$ cat config.mk
export PLATFORM = sky130hd
export DESIGN_NAME = imem_loader_ctrl
export DESIGN_NICKNAME = d
export VERILOG_FILES = /design/src/rtl/imem_loader_ctrl.sv
export SDC_FILE = /design/constraint.sdc
export NUM_CORES = 1
export LEC_CHECK = 0
export ABC_CLOCK_PERIOD_IN_PS = 1800
export CAP_MARGIN = 0
export CORE_ASPECT_RATIO = 2
export CORE_MARGIN = 2
export CORE_UTILIZATION = 39
export DETAILED_ROUTE_END_ITERATION = 10
export HOLD_SLACK_MARGIN = 0.1
export MAX_ROUTING_LAYER = met4
export PLACE_DENSITY = 0.82
export SLEW_MARGIN = 20
export SYNTH_ARGS = -nofsm -noshare
export SYNTH_HDL_FRONTEND = slang
export SYNTH_SLANG_ARGS = --single-unit
$ cat constraint.sdc
create_clock -name clk -period 1.8 [get_ports clk]
set_input_delay 0.18 -clock clk [delete_from_list [all_inputs] [get_ports clk]]
set_output_delay 0.18 -clock clk [all_outputs]
set_load 0.01 [all_outputs]
$ cat src/rtl/imem_loader_ctrl.sv
// Instruction-memory loader controller.
// In RUN the CPU fetches straight through to the instruction memory.
// When a load starts, the CPU is stalled. The block then assembles
// big-endian 16-bit words from the incoming byte stream and writes each
// word to consecutive memory addresses, starting at address 0.
module imem_loader_ctrl (
    input  logic        clk,
    input  logic        rst,
    input  logic        ld_start,
    input  logic [8:0]  ld_len,
    input  logic        ld_valid,
    input  logic [7:0]  ld_data,
    output logic        ld_ready,
    input  logic [7:0]  cpu_addr,
    output logic [15:0] cpu_instr,
    output logic        cpu_stall,
    output logic [7:0]  mem_addr,
    output logic [15:0] mem_wdata,
    output logic        mem_we,
    input  logic [15:0] mem_rdata,
    output logic        busy,
    output logic        ld_done,
    output logic [8:0]  wr_count
);

    localparam logic [2:0] ST_RUN     = 3'd0;
    localparam logic [2:0] ST_LOAD_HI = 3'd1;
    localparam logic [2:0] ST_LOAD_LO = 3'd2;
    localparam logic [2:0] ST_WRITE   = 3'd3;
    localparam logic [2:0] ST_DONE    = 3'd4;

    // A word count can never exceed the 256-entry memory.
    localparam logic [8:0] MAX_LEN = 9'd256;

    logic [2:0] state_q, state_d;
    logic [7:0] ptr_q, ptr_d;
    logic [8:0] wr_count_q, wr_count_d;
    logic [8:0] len_q, len_d;
    logic [7:0] hi_q, hi_d;
    logic [7:0] lo_q, lo_d;
    logic [8:0] wr_count_inc;

    assign wr_count_inc = wr_count_q + 9'd1;

    // Next-state logic: FSM sequencing, byte capture and write bookkeeping.
    always_comb begin
        state_d    = state_q;
        ptr_d      = ptr_q;
        wr_count_d = wr_count_q;
        len_d      = len_q;
        hi_d       = hi_q;
        lo_d       = lo_q;
        case (state_q)
            ST_RUN: begin
                if (ld_start) begin
                    len_d      = (ld_len > MAX_LEN) ? MAX_LEN : ld_len;
                    ptr_d      = 8'd0;
                    wr_count_d = 9'd0;
                    state_d    = (ld_len == 9'd0) ? ST_DONE : ST_LOAD_HI;
                end
            end
            ST_LOAD_HI: begin
                if (ld_valid) begin
                    hi_d    = ld_data;
                    state_d = ST_LOAD_LO;
                end
            end
            ST_LOAD_LO: begin
                if (ld_valid) begin
                    lo_d    = ld_data;
                    state_d = ST_WRITE;
                end
            end
            ST_WRITE: begin
                // The pointer wraps naturally at 8 bits. The count is
                // 9 bits wide so that it can reach 256.
                ptr_d      = ptr_q + 8'd1;
                wr_count_d = wr_count_inc;
                state_d    = (wr_count_inc == len_q) ? ST_DONE : ST_LOAD_HI;
            end
            ST_DONE: begin
                state_d = ST_RUN;
            end
            default: begin
                state_d = ST_RUN;
            end
        endcase
    end

    // State registers; reset aborts any load in progress.
    always_ff @(posedge clk) begin
        if (rst) begin
            state_q    <= ST_RUN;
            ptr_q      <= 8'd0;
            wr_count_q <= 9'd0;
            len_q      <= 9'd0;
            hi_q       <= 8'd0;
            lo_q       <= 8'd0;
        end else begin
            state_q    <= state_d;
            ptr_q      <= ptr_d;
            wr_count_q <= wr_count_d;
            len_q      <= len_d;
            hi_q       <= hi_d;
            lo_q       <= lo_d;
        end
    end

    // Output decode. In RUN the memory is passed through; otherwise the
    // CPU is stalled, sees a NOP, and the memory address follows ptr.
    always_comb begin
        ld_ready  = 1'b0;
        mem_we    = 1'b0;
        cpu_stall = 1'b1;
        busy      = 1'b1;
        ld_done   = 1'b0;
        cpu_instr = 16'h0000;
        mem_addr  = ptr_q;
        mem_wdata = {hi_q, lo_q};
        case (state_q)
            ST_RUN: begin
                cpu_stall = 1'b0;
                busy      = 1'b0;
                cpu_instr = mem_rdata;
                mem_addr  = cpu_addr;
            end
            ST_LOAD_HI, ST_LOAD_LO: begin
                ld_ready = 1'b1;
            end
            ST_WRITE: begin
                mem_we = 1'b1;
            end
            ST_DONE: begin
                ld_done = 1'b1;
            end
            default: begin
                ld_ready = 1'b0;
            end
        endcase
    end

    assign wr_count = wr_count_q;

endmodule
==> results of run 1 <==
==> placed cells by master (no fill, tap or decap), types with 4 or more instances in the layout <==
cell type,n
a21oi_1,32
and2_1,17
and3_1,4
buf_4,31
buf_6,7
clkbuf_16,5
clkbuf_2,4
clkdlybuf4s50_1,70
dfxtp_1,40
dfxtp_2,4
dlygate4sd2_1,16
mux2_2,6
mux2i_1,8
nand2_1,33
nand3_1,12
nor2_1,40
nor3_1,5
nor3b_1,4
nor3b_2,6
o21ai_0,11
xnor2_1,7
==> metal layers <==
metal	vias up	share of wire	GRT usage
met5	-	0	-
li1	1279	-	-
met1	1250	0.36	0.245
met2	111	0.56	0.410
met4	0	0.031	0.117
met3	24	0.048	0.0304
==> cell families after synthesis <==
logic type	share of synthesized area
fa+ha+maj	0.0104
mux	0.0847
buf+inv	0.0519
xor+xnor	0.0364
compound gates	0.144
flops	0.374
simple gates	0.298
==> state kept, by name (all words and copies together) (netlist names) <==
name,count
wr_count,9
len_q,9
state_q,3
hi_q,8
lo_q,8
ptr_q,8
==> worst min-delay path, delay by kind of cell, from the launching register on <==
family	cells	cell delay (ps)
flip-flops	1	310
AND/OR/NAND/NOR	1	50
AO/OA/AOI/OAI	1	50
==> area by class of cell <==
type                    instances  share of cell area
multi-input cells             233               0.384
repair buffers                134               0.319
flip-flops and latches         45               0.236
clock buffers                   6              0.0334
well taps                      63              0.0204
clock inverters                 2             0.00389
inverters                       4             0.00389
==> how the worst max path moves through the flow <==
stage | startpoint | end | slack [ps]
2_1_floorplan | wr_count[1] | state_q[0] | 40
3_3_place_gp | state_q[1] | mem_addr[3] | 50
3_5_place_dp | state_q[1] | mem_addr[5] | 20
4_1_cts | state_q[2] | mem_addr[5] | -50
5_1_grt | state_q[0] | len_q[6] | -70
6_report | wr_count[0] | state_q[0] | 50
==> report_power, final <==
part	switching (uW)	leakage (uW)	internal, uW
combinational	307	0.00110	384
clock	392	0.0000631	515
sequential	23.0	0.000367	1020
total	723	0.00153	1920
==> stage by stage <==
stage / std cells / setup slack [ps] / instance area (sq um) / utilization / setup TNS, ps
floorplan: 304 / 35.4 / 2410 / - / 0
global placement: 470 / 50.8 / 3570 / 0.595 / 0
detailed placement: 470 / 21.1 / 3570 / 0.595 / 0
CTS: 488 / -45.4 / 3800 / 0.634 / -51.4
global route: 487 / -65.1 / 3860 / 0.643 / -231
finish: 487 / 47.3 / 3860 / 0.643 / 0
==> timing repair <==
action                     CTS  global route
cloned                       1             0
setup endpoints to repair   29            36
setup buffers                9             1
hold endpoints to repair     0             0
gates resized for setup     67            31
hold buffers                 0             0
pin swaps                    1             4
==> flow_metrics.env, run 1 <==
export IMPL_outcome="finished clean"
export IMPL_synth_warnings=0
export IMPL_power_density_mw_per_mm2=685
export IMPL_areaGrowthSynthToFinish_pct=60.3
export IMPL_hold_start="hi_q[4]"
export IMPL_cp_slowest_cell="dfxtp_2"
export IMPL_cp_depth=7
export IMPL_routed_via_density=5.47
export IMPL_htreeDepth=2
export IMPL_synthesis_nets=351
export IMPL_slew_limit_headroom=0.711
export IMPL_ant_nets=0
export IMPL_die_area_sq_mm=0.00686
export IMPL_cts_sinks=45
export IMPL_fp_coreArea_sq_mm=0.00601
export IMPL_synth_cell_area_sq_mm=0.00241
export IMPL_ys_seq_area_frac=0.374
export IMPL_clock_latency_ps=290
export IMPL_synthCells=304
export IMPL_multi_input_area_sq_mm=0.00148
export IMPL_grt_pass1_wl_microns=12000
export IMPL_endpoint_kind="flip-flop"
export IMPL_fin_hold_ws_ps=460
export IMPL_yosys_register_bits=45
export IMPL_drt_pass1_iter_count=4
export IMPL_yosysTopAreaCellShare=0.374
export IMPL_grt_start_max_net_pins=43
export IMPL_clock_root_buffer="clkbuf_16"
export IMPL_rsz0062_at_grt="true"
export IMPL_slew_viol_final=0
export IMPL_path_buf_inv=1
export IMPL_ir_drop_mv=0.667
export IMPL_r2r_start="wr_count[0]"
export IMPL_first_iter_violations=161
export IMPL_grt_pass1_vias=2675
export IMPL_cts_tree="yes"
export IMPL_min_period_ps=1750
export IMPL_antennaDiodeCount=0
export IMPL_rows=40
export IMPL_n_fill_cell=491
export IMPL_power_leakage_uw=0.00153
export IMPL_drv_cap=0
export IMPL_hpwl_microns=5370
export IMPL_drive_above_1_share=0.210
export IMPL_synth_edf_count=0
export IMPL_drc=0
export IMPL_grt_total_usage=0.233
export IMPL_synth_area_leaders="dfxtp_1 (37%), a21oi_1 (6.9%), nor2_1 (6.2%), nand2_1 (5.5%), and2_1 (4.4%)"
export IMPL_finalPower_uw=2650
export IMPL_criticalPathCategory="flip-flop to flip-flop"
export IMPL_reg2reg_to="state_q[0]"
export IMPL_seqCellArea_sq_um=910
export IMPL_die_w_microns=59.6
export IMPL_routabilityCongestion=0.939
export IMPL_path_clk_slew_ps=60
export IMPL_synth_async_reset_ratio=0
export IMPL_num_io_pins=99
export IMPL_numCtsBuffers=5
export IMPL_start_util=0.401
export IMPL_max_freq_ghz=0.571
export IMPL_report_final_setup_viol=0
export IMPL_wirelength_microns=7690
export IMPL_r2r_slack_ps=50
export IMPL_min_to="hi_q[4]"
export IMPL_tightest_slew_ps=433
export IMPL_synthFlopType="dfxtp_1"
export IMPL_clk_path_buf_depth=2
export IMPL_cp_max_fo=7
export IMPL_holdCritPathClass="flip-flop to flip-flop"
export IMPL_slowest_delay_ps=370
export IMPL_syn_avg_cell_area_sq_um=7.92
export IMPL_finalNetCount=470
export IMPL_crit_arrival_ps=1920
export IMPL_layout_worst_path_cycle_share=0.974
export IMPL_die_h_microns=115
export IMPL_hold_viol=0
export IMPL_cp_start_kind="flip-flop"
export IMPL_grt_overflow=0
export IMPL_finClkSkew_ps=3.93
export IMPL_cpLargestDelayFamily="simple AND/OR/NAND/NOR gates"
export IMPL_antenna_found_initial=0
export IMPL_ys_types=45
export IMPL_crit_chain="buf_4 > and4_4 > and2_4 > xnor2_1 > nor4b_2 > and3_1 > o32ai_1"
export IMPL_required_ps=1970
export IMPL_rr_worst_depth=7
export IMPL_synth_top_cell_by_area="dfxtp_1"
export IMPL_port_buffers=98
export IMPL_ys_top_cells_by_count="dfxtp_1 (45), nor2_1 (40), nand2_1 (35)"
export IMPL_vias=2664
export IMPL_whs_path_depth=2
export IMPL_yosysMostFrequentCell="dfxtp_1"
export IMPL_routedWlPerCell_microns=15.8
No activity file was read; power rests on OpenSTA's default activity.
==> inputs of run 2 (changes only) <==
==> constraint.sdc (replaced) <==
create_clock -name clk -period 1.8 [get_ports clk]
set_input_delay 0.27 -clock clk [delete_from_list [all_inputs] [get_ports clk]]
set_output_delay 0.27 -clock clk [all_outputs]
set_load 0.01 [all_outputs]
==> run 2 against run 1 <==
The flow now finishes with violations (negative setup slack). Worst setup slack got worse by 86 ps. Clock-buffer cell count fell by 1. Register-to-register slack barely moved. Critical path depth fell by 2. First-iteration DRC count fell by 9.9%. Via count rose by 0.71%. Fmax fell by 4.7%. Critical endpoint is now mem_addr[5]. Largest power group is now clock.
==> flow_metrics.env, run 2 (synthesis results as in run 1) <==
export IMPL_outcome="finished, violations left"
export IMPL_violations="negative setup slack"
export IMPL_cp_start_kind="flip-flop"
export IMPL_routed_via_density=5.51
export IMPL_grt_start_max_net_pins=43
export IMPL_fin_hold_ws_ps=459
export IMPL_slew_viol_final=0
export IMPL_finClkSkew_ps=5.39
export IMPL_whs_path_depth=2
export IMPL_p_clk_frac=0.397
export IMPL_numCtsBuffers=5
export IMPL_clk_path_buf_depth=2
export IMPL_routedWlPerCell_microns=16.1
export IMPL_grt_total_usage=0.237
export IMPL_power_leakage_uw=0.00159
export IMPL_max_freq_ghz=0.544
export IMPL_cts_sinks=45
export IMPL_endpoint_kind="output port"
export IMPL_r2r_start="wr_count[1]"
export IMPL_clock_root_buffer="clkbuf_16"
export IMPL_clock_latency_ps=290
export IMPL_n_fill_cell=478
export IMPL_die_h_microns=115
export IMPL_cp_max_fo=4
export IMPL_htreeDepth=2
export IMPL_routabilityCongestion=0.881
export IMPL_rsz0062_at_grt="true"
export IMPL_power_internal_uw=2230
export IMPL_hold_viol=0
export IMPL_power_density_mw_per_mm2=741
export IMPL_drv_cap=0
export IMPL_final_cell_mix="clkdlybuf4s50_1 (69), nor2_1 (40), dfxtp_1 (38)"
export IMPL_num_io_pins=99
export IMPL_final_common_cell="clkdlybuf4s50_1"
export IMPL_reg2reg_to="state_q[0]"
export IMPL_fp_coreArea_sq_mm=0.00601
export IMPL_tightest_slew_ps=449
export IMPL_switching_share=0.246
export IMPL_ir_drop_mv=0.626
export IMPL_grt_overflow=0
export IMPL_grt_pass1_wl_microns=12200
export IMPL_comb_power_share=0.248
export IMPL_required_ps=1530
export IMPL_vias=2683
export IMPL_criticalPathCategory="flip-flop to output port"
export IMPL_report_final_setup_viol=7
export IMPL_min_to="hi_q[5]"
export IMPL_cts_tree="yes"
export IMPL_die_area_sq_mm=0.00686
export IMPL_rr_worst_depth=7
export IMPL_drc=0
export IMPL_min_period_ps=1840
export IMPL_drt_pass1_iter_count=4
export IMPL_layout_worst_path_cycle_share=1.02
export IMPL_antennaDiodeCount=0
export IMPL_finalPower_uw=2950
export IMPL_p_seq_frac=0.355
export IMPL_finalNetCount=470
export IMPL_hold_start="hi_q[5]"
export IMPL_grt_pass1_vias=2662
export IMPL_drive_above_1_share=0.257
export IMPL_fin_ws_ps=-38.3
export IMPL_hpwl_microns=5480
export IMPL_start_util=0.401
export IMPL_antenna_found_initial=0
export IMPL_crit_arrival_ps=1570
export IMPL_slew_limit_headroom=0.701
export IMPL_rows=40
export IMPL_holdCritPathClass="flip-flop to flip-flop"
export IMPL_ant_nets=0
export IMPL_tns_ps=-172
export IMPL_areaGrowthSynthToFinish_pct=65.6
export IMPL_p_sw_uw=727
export IMPL_first_iter_violations=145
export IMPL_seqCellArea_sq_um=910
export IMPL_die_w_microns=59.6
export IMPL_multi_input_area_sq_mm=0.00155
export IMPL_path_clk_slew_ps=60
export IMPL_wirelength_microns=7830
export IMPL_r2r_slack_ps=40
export IMPL_port_buffers=98
## run 2: layout make-up
class | count | area share
repair buffers | 134 | 0.311
clock inverters | 3 | 0.0163
inverters | 4 | 0.00377
well taps | 63 | 0.0198
multi-input cells | 233 | 0.390
flip-flops and latches | 45 | 0.228
clock buffers | 5 | 0.0314
## run 2: worst max-delay path by stage
stage / start / end / slack (ps) / depth (start not counted)
detailed placement: state_q[1] / mem_addr[0] / -50 / 4
CTS: state_q[2] / mem_addr[0] / -40 / 5
finish: state_q[1] / mem_addr[5] / -40 / 5
floorplan: wr_count[1] / state_q[0] / 40 / 7
global route: state_q[1] / mem_addr[6] / -100 / 5
global placement: state_q[1] / mem_addr[1] / -0.7 / 4
## run 2: per-stage QoR
stage / worst slack [ps] / area (sq um) / utilization / cells
2_1_floorplan: 35.4 / 2410 / - / 304
3_3_place_gp: -0.698 / 3590 / 0.597 / 472
3_5_place_dp: -51.8 / 3590 / 0.597 / 472
4_1_cts: -44.5 / 3930 / 0.655 / 488
5_1_grt: -98.6 / 3990 / 0.664 / 487
6_report: -38.3 / 3990 / 0.664 / 487
## run 2: per-layer routing
metal  vias up  global-route usage  share of wire
li1       1282                   -              -
met1      1279               0.250           0.36
met4         0              0.0844          0.028
met5         -                   -              0
met3        17              0.0304          0.042
met2       105               0.434           0.57
## run 2: power groups by stage
stage                     Combinational (uW)  Sequential, uW  Clock, uW
after floorplan                          281            1070          0
after global placement                   630            1070          0
after detailed placement                 642            1070          0
after CTS                                698            1050       1180
after global routing                     787            1050       1220
final                                    734            1050       1170
## run 2: worst max-delay path, cell delays in order (launching register included)
cell	delay, ps
dfxtp_2	340
nor3_4	240
buf_6	160
buf_6	110
mux2_4	310
buf_6	120
## run 2: what timing repair did
action,4_1_cts,5_1_grt
cloned,1,1
hold buffers,0,0
setup endpoints to repair,34,51
buffers inserted,7,2
gates resized for setup,92,53
pin swaps,3,8
==> inputs of run 3 (changes only) <==
CTS_CLUSTER_SIZE = 28   (was unset)
SLEW_MARGIN = unset   (was 20)
==> results of run 3 <==
Final layout, timing and power as in run 2 (identical DEF).
